===== src/rtl/alu_pkg.sv =====
// Shared opcode and state encodings for the bit-serial ALU sequencer.
package alu_pkg;

  localparam logic [2:0] OP_ADD  = 3'b000;
  localparam logic [2:0] OP_AND  = 3'b001;
  localparam logic [2:0] OP_OR   = 3'b010;
  localparam logic [2:0] OP_XOR  = 3'b011;
  localparam logic [2:0] OP_XNOR = 3'b100;

  localparam logic [1:0] ST_IDLE = 2'd0;
  localparam logic [1:0] ST_RUN  = 2'd1;
  localparam logic [1:0] ST_DONE = 2'd2;

  // Codes above OP_XNOR have no slice function.
  function automatic logic op_legal(input logic [2:0] op);
    return (op <= OP_XNOR);
  endfunction

endpackage


===== src/rtl/alu_serial_shreg.sv =====
// W-bit register with parallel load and shift-right, serial data entering at the MSB.
module alu_serial_shreg #(
  parameter int unsigned W = 8
) (
  input  logic         clk,
  input  logic         rst_n,
  input  logic         load_i,
  input  logic [W-1:0] load_val_i,
  input  logic         shift_i,
  input  logic         sin_i,
  output logic [W-1:0] q_o
);

  logic [W-1:0] q_q;

  always_ff @(posedge clk or negedge rst_n) begin
    if (!rst_n) begin
      q_q <= '0;
    end else if (load_i) begin
      q_q <= load_val_i;
    end else if (shift_i) begin
      q_q <= {sin_i, q_q[W-1:1]};
    end
  end

  assign q_o = q_q;

endmodule


===== src/rtl/alu_serial_ctrl.sv =====
// Drives an external 1-bit ALU slice LSB-first for W cycles and assembles the W-bit result.
module alu_serial_ctrl
  import alu_pkg::*;
#(
  parameter int unsigned W = 8
) (
  input  logic         clk,
  input  logic         rst_n,
  input  logic         start,
  input  logic [2:0]   op,
  input  logic [W-1:0] opa,
  input  logic [W-1:0] opb,
  input  logic         cin,
  output logic         busy,
  output logic         done,
  output logic         err,
  output logic [W-1:0] result,
  output logic         cout,
  output logic [2:0]   alu_m,
  output logic         alu_a,
  output logic         alu_b,
  output logic         alu_c,
  input  logic         alu_out,
  input  logic         alu_next
);

  localparam int unsigned CNT_W = (W > 1) ? $clog2(W) : 1;
  localparam logic [CNT_W-1:0] CNT_LAST = CNT_W'(W - 1);

  logic [1:0]       state_q, state_d;
  logic [CNT_W-1:0] cnt_q, cnt_d;
  logic             carry_q, carry_d;
  logic [2:0]       m_q, m_d;
  logic             cout_q, cout_d;
  logic             err_q, err_d;
  logic             load_c, shift_c;
  logic [W-1:0]     a_q, b_q;

  alu_serial_shreg #(.W(W)) u_a_sh (
    .clk        (clk),
    .rst_n      (rst_n),
    .load_i     (load_c),
    .load_val_i (opa),
    .shift_i    (shift_c),
    .sin_i      (1'b0),
    .q_o        (a_q)
  );

  alu_serial_shreg #(.W(W)) u_b_sh (
    .clk        (clk),
    .rst_n      (rst_n),
    .load_i     (load_c),
    .load_val_i (opb),
    .shift_i    (shift_c),
    .sin_i      (1'b0),
    .q_o        (b_q)
  );

  // Result is never loaded; W shifts fully replace it, so it holds between runs.
  alu_serial_shreg #(.W(W)) u_res_sh (
    .clk        (clk),
    .rst_n      (rst_n),
    .load_i     (1'b0),
    .load_val_i ('0),
    .shift_i    (shift_c),
    .sin_i      (alu_out),
    .q_o        (result)
  );

  logic unused_sh_bits;
  assign unused_sh_bits = ^{a_q[W-1:1], b_q[W-1:1]};

  always_ff @(posedge clk or negedge rst_n) begin
    if (!rst_n) begin
      state_q <= ST_IDLE;
      cnt_q   <= '0;
      carry_q <= 1'b0;
      m_q     <= 3'b000;
      cout_q  <= 1'b0;
      err_q   <= 1'b0;
    end else begin
      state_q <= state_d;
      cnt_q   <= cnt_d;
      carry_q <= carry_d;
      m_q     <= m_d;
      cout_q  <= cout_d;
      err_q   <= err_d;
    end
  end

  always_comb begin
    state_d = state_q;
    cnt_d   = cnt_q;
    carry_d = carry_q;
    m_d     = m_q;
    cout_d  = cout_q;
    err_d   = err_q;
    load_c  = 1'b0;
    shift_c = 1'b0;
    case (state_q)
      ST_IDLE: begin
        if (start) begin
          if (op_legal(op)) begin
            load_c  = 1'b1;
            m_d     = op;
            carry_d = (op == OP_ADD) & cin;
            cnt_d   = '0;
            err_d   = 1'b0;
            state_d = ST_RUN;
          end else begin
            err_d   = 1'b1;
            state_d = ST_DONE;
          end
        end
      end
      ST_RUN: begin
        shift_c = 1'b1;
        cnt_d   = cnt_q + CNT_W'(1);
        if (m_q == OP_ADD) begin
          carry_d = alu_next;
        end
        if (cnt_q == CNT_LAST) begin
          cnt_d   = '0;
          cout_d  = (m_q == OP_ADD) & alu_next;
          state_d = ST_DONE;
        end
      end
      ST_DONE: begin
        // err is only meaningful alongside done.
        err_d   = 1'b0;
        state_d = ST_IDLE;
      end
      default: begin
        state_d = ST_IDLE;
      end
    endcase
  end

  logic in_run_c;
  assign in_run_c = (state_q == ST_RUN);

  assign busy  = in_run_c;
  assign done  = (state_q == ST_DONE);
  assign err   = err_q;
  assign cout  = cout_q;
  assign alu_m = in_run_c ? m_q : 3'b000;
  assign alu_a = in_run_c & a_q[0];
  assign alu_b = in_run_c & b_q[0];
  assign alu_c = in_run_c & (m_q == OP_ADD) & carry_q;

endmodule


===== config.mk =====
export PLATFORM = sky130hd
export DESIGN_NAME = alu_serial_ctrl
export DESIGN_NICKNAME = d
export VERILOG_FILES = /design/src/rtl/alu_pkg.sv /design/src/rtl/alu_serial_shreg.sv /design/src/rtl/alu_serial_ctrl.sv
export SDC_FILE = /design/constraint.sdc
export NUM_CORES = 1
export LEC_CHECK = 0
export BUFFER_PORTS_ARGS = -buffer_cell sky130_fd_sc_hd__buf_2
export CAP_MARGIN = 0
export CORE_MARGIN = 4
export CORE_UTILIZATION = 54
export CTS_BUF_LIST = sky130_fd_sc_hd__clkbuf_4 sky130_fd_sc_hd__clkbuf_8
export CTS_CLUSTER_DIAMETER = 40
export CTS_CLUSTER_SIZE = 40
export DETAILED_ROUTE_END_ITERATION = 8
export PLACE_DENSITY = 0.81
export SYNTH_ARGS = -nofsm -noshare
export SYNTH_HDL_FRONTEND = slang
export SYNTH_SLANG_ARGS = --single-unit

===== constraint.sdc =====
create_clock -name clk -period 1.95 [get_ports clk]
set_clock_uncertainty 0.15 [all_clocks]
set_input_delay 0.39 -clock clk [delete_from_list [all_inputs] [get_ports clk]]
set_output_delay 0.39 -clock clk [all_outputs]
set_load 0.05 [all_outputs]

==> impl_metrics.tcl <==
set metrics [dict create \
    postLayoutCoreUtil 0.7016 \
    finalSetupViolations 0 \
    final.period_utilization 0.9597 \
    dpl.hpwl_mm 2.599 \
    grt_start_max_net_pins 36 \
    grt_setup_unrepaired "false" \
    required_ps 1410 \
    yosysSeqAreaShare 0.5204 \
    io_buffers 42 \
    vias_per_cell 5.590 \
    postRouteWirelength_mm 3.707 \
    critical_path_buf_inv_count 1 \
    global_route.overflow_total 0 \
    die_x_um 63.83 \
    setup_slack_ps 78.64 \
    worst_hold_path.endpoint "u_res_sh.q_o[7]" \
    detailed_routed_wire_length_on_met2_mm 1.804 \
    synthesis.area_mm2 0.001683 \
    power-per-cell-area_mw_per_mm2 1825 \
    worst_path_largest_cell_delay_ps 410 \
    cts-htree-levels 2 \
    ant_nets 0 \
    dr_total_vias 1336 \
    detail_route.wirelength.met1_mm 1.665 \
    final_layout_size_suffix_gt1_frac 0.3553 \
    postSynthCellCount 151 \
    yosys_warnings 0 \
    clock_transition_at_path_regs_ps 100 \
    floorplan.io_pins 43 \
    first_global_vias 1299 \
    path_cells "nor3_2 > and3_1 > buf_6" \
    firstDrtPassIters 4 \
    setup.worst_path.class "register to output pin" \
    worst-endpoint-arrival_ps 1330 \
    worstSkewPairLatency_ps 340 \
    antenna_cells_inserted 0 \
    dieArea_mm2 0.004074 \
    critPathLaunchType "register" \
    drc 0 \
    synthTopCellsByArea "dfrtp_1 52%, a2bb2oi_1 7.3%, o32ai_1 6.8%" \
    finalWeightedCongestion 0.7818 \
    die-height_um 63.83 \
    hold_viol_final 0 \
    critical_path.reg2reg.startpoint "state_q[0]" \
    timing_max_transition_violations_final 0 \
    critical_path.max_fanout 3 \
    fmaxAchievable_ghz 0.5344 \
    fp.coreArea_mm2 0.002877 \
    grt_pass1_wl_mm 6.306 \
    slew_headroom 0.7108 \
    setup-tns-final_ps 0 \
    cts_root_buf "clkbuf_4" \
    synth_async_sr_flop_share 1.000 \
    yosys_most_used_dff "dfrtp_1" \
    hold_class "input port to register" \
    tritoncts "done" \
    number_of_enable_flip_flop_cells_after_synthesis 0 \
    start_util 0.5850 \
    regToRegSetupSlack_ps 440 \
    number_of_buffers_between_clock_root_and_the_deepest_sink 2 \
    cell_family_with_most_cp_delay "simple AND/OR/NAND/NOR gates" \
    worst_hold_path.num_cells 3 \
    top_cell_type_s_share_of_synthesized_area 0.5204 \
    slowest_stage "dfrtp_1" \
    capturing_point_of_the_worst_reg2reg_path "carry_q" \
    cts-buffers-inserted 5 \
    period_needed_ps 1871 \
    fillers 226 \
    synthDistinctLibCells 41 \
    initial_antenna_violation_count 0 \
    power.leakage_nw 0.9714 \
    hold_start "alu_out" \
    netlist.top_cell.by_area "dfrtp_1" \
    first_iter_violations 70 \
    most_frequent_standard_cell_in_the_layout_excluding_fill_and_tap_cells "buf_2" \
    most-common-layout-cells "36 x buf_2, 35 x dfrtp_1, 27 x nand2_1" \
    post_drt_wl_per_cell_um 15.51 \
    cts_num_sinks 35 \
    postSynthRegisterBits 35 \
    globalRouteTotalUtil 0.1955 \
    timing_worst_slew_pin_value_ps 427.8 \
    worst-r2r-cell-count 4 \
    core.rowCount 19 \
    peakVddDrop_v 0.001059 \
    outcome "completed" \
    finish.net_count 224 \
    pre_cts_setup_slack_ps 177.8 \
    syn_to_final_growth_pct 19.93 \
    syn_area_per_cell_um2 11.14 \
    synth_nets 178 \
    routed.top_layer "met4" \
    endpoint_kind "output pin" \
    met3RoutedLength_um 187 \
    max_cap_violations 0 \
]
## flip-flops by register name, indices dropped and copies added (netlist names)
signal	flops
carry_q	1
cnt_q	3
cout	1
err	1
m_q	3
state_q	2
u_a_sh.q_o	8
u_b_sh.q_o	8
u_res_sh.q_o	8
## cells by family (layout without fill, tap and decap cells)
kind of cell | count (synthesis) | count (layout) | share of synthesized area
and+or+nand+nor | 48 | 48 | 0.1413
AOI/OAI and AO/OA | 46 | 46 | 0.2446
DFF | 35 | 35 | 0.5204
buffers and inverters | 18 | 64 | 0.06542
adders and majority gates | 2 | 2 | 0.01487
muxes | 2 | 2 | 0.01338
## cells in the mapped netlist (2+ instances only)
| cell | number |
|---|---|
| a2bb2oi_1 | 14 |
| ha_1 | 2 |
| a22o_1 | 3 |
| inv_2 | 2 |
| buf_2 | 2 |
| nand4_1 | 2 |
| and2_1 | 4 |
| nand2_1 | 27 |
| inv_1 | 5 |
| nor2_1 | 5 |
| nor3_1 | 2 |
| buf_6 | 2 |
| dfrtp_1 | 35 |
| o311ai_0 | 2 |
| nand2b_4 | 2 |
| mux2_2 | 2 |
| buf_4 | 4 |
| o32ai_1 | 13 |
## repair_timing
action                                  CTS  global route
resized for setup                        10             2
hold endpoints to repair                 35             0
hold buffers                              1             0
setup buffers                             1             0
endpoints found under the setup margin    6             1
## routing by layer
layer	vias to the layer above	track usage
met5	-	0
met1	638	0.2646
met4	0	0.05660
met2	40	0.3071
li1	652	-
met3	6	0.05429
## power breakdown
part | switching (W) | internal, W | leakage [nW]
combinational | 0.00128 | 0.000748 | 0.519
clock | 0.000225 | 0.000167 | 0.0341
sequential | 0.000210 | 0.00106 | 0.418
total | 0.00171 | 0.00197 | 0.971
## worst min-delay path: cells and delay by family
kind	cells	cell delay [ps]
simple gates	2	90
buf+inv	1	80
## worst max path at each step
stage	start	to	slack (ps)	cells after the start
after global routing	state_q[1]	alu_c	1	4
after detailed placement	state_q[1]	alu_c	180	4
after global placement	state_q[1]	alu_c	240	4
final	m_q[1]	alu_c	80	3
after CTS	state_q[1]	done	40	4
after floorplan	state_q[1]	alu_a	10	5
## metrics by stage
stage / total power, W / instances / hold WS [ps] / area [um2]
2_1_floorplan: 0.002829 / 151 / -55.59 / 1687
4_1_cts: 0.003715 / 239 / 95.10 / 2013
5_1_grt: 0.003955 / 239 / 105.2 / 2018
3_5_place_dp: 0.003226 / 230 / 299.1 / 1911
6_report: 0.003682 / 239 / 103.5 / 2018
3_3_place_gp: 0.003154 / 230 / 287.0 / 1911
## layout make-up
class                           count  area, um2  area share
Clock inverter                      1      5.005    0.002480
Timing Repair Buffer               50      291.5      0.1445
Multi-Input combinational cell     98      705.7      0.3497
Sequential cell                    35      875.8      0.4340
Clock buffer                        6      51.30     0.02542
Inverter                            7      36.28     0.01798
Tap cell                           42      52.55     0.02604
Note: power is estimated with default switching activity, not from simulation.
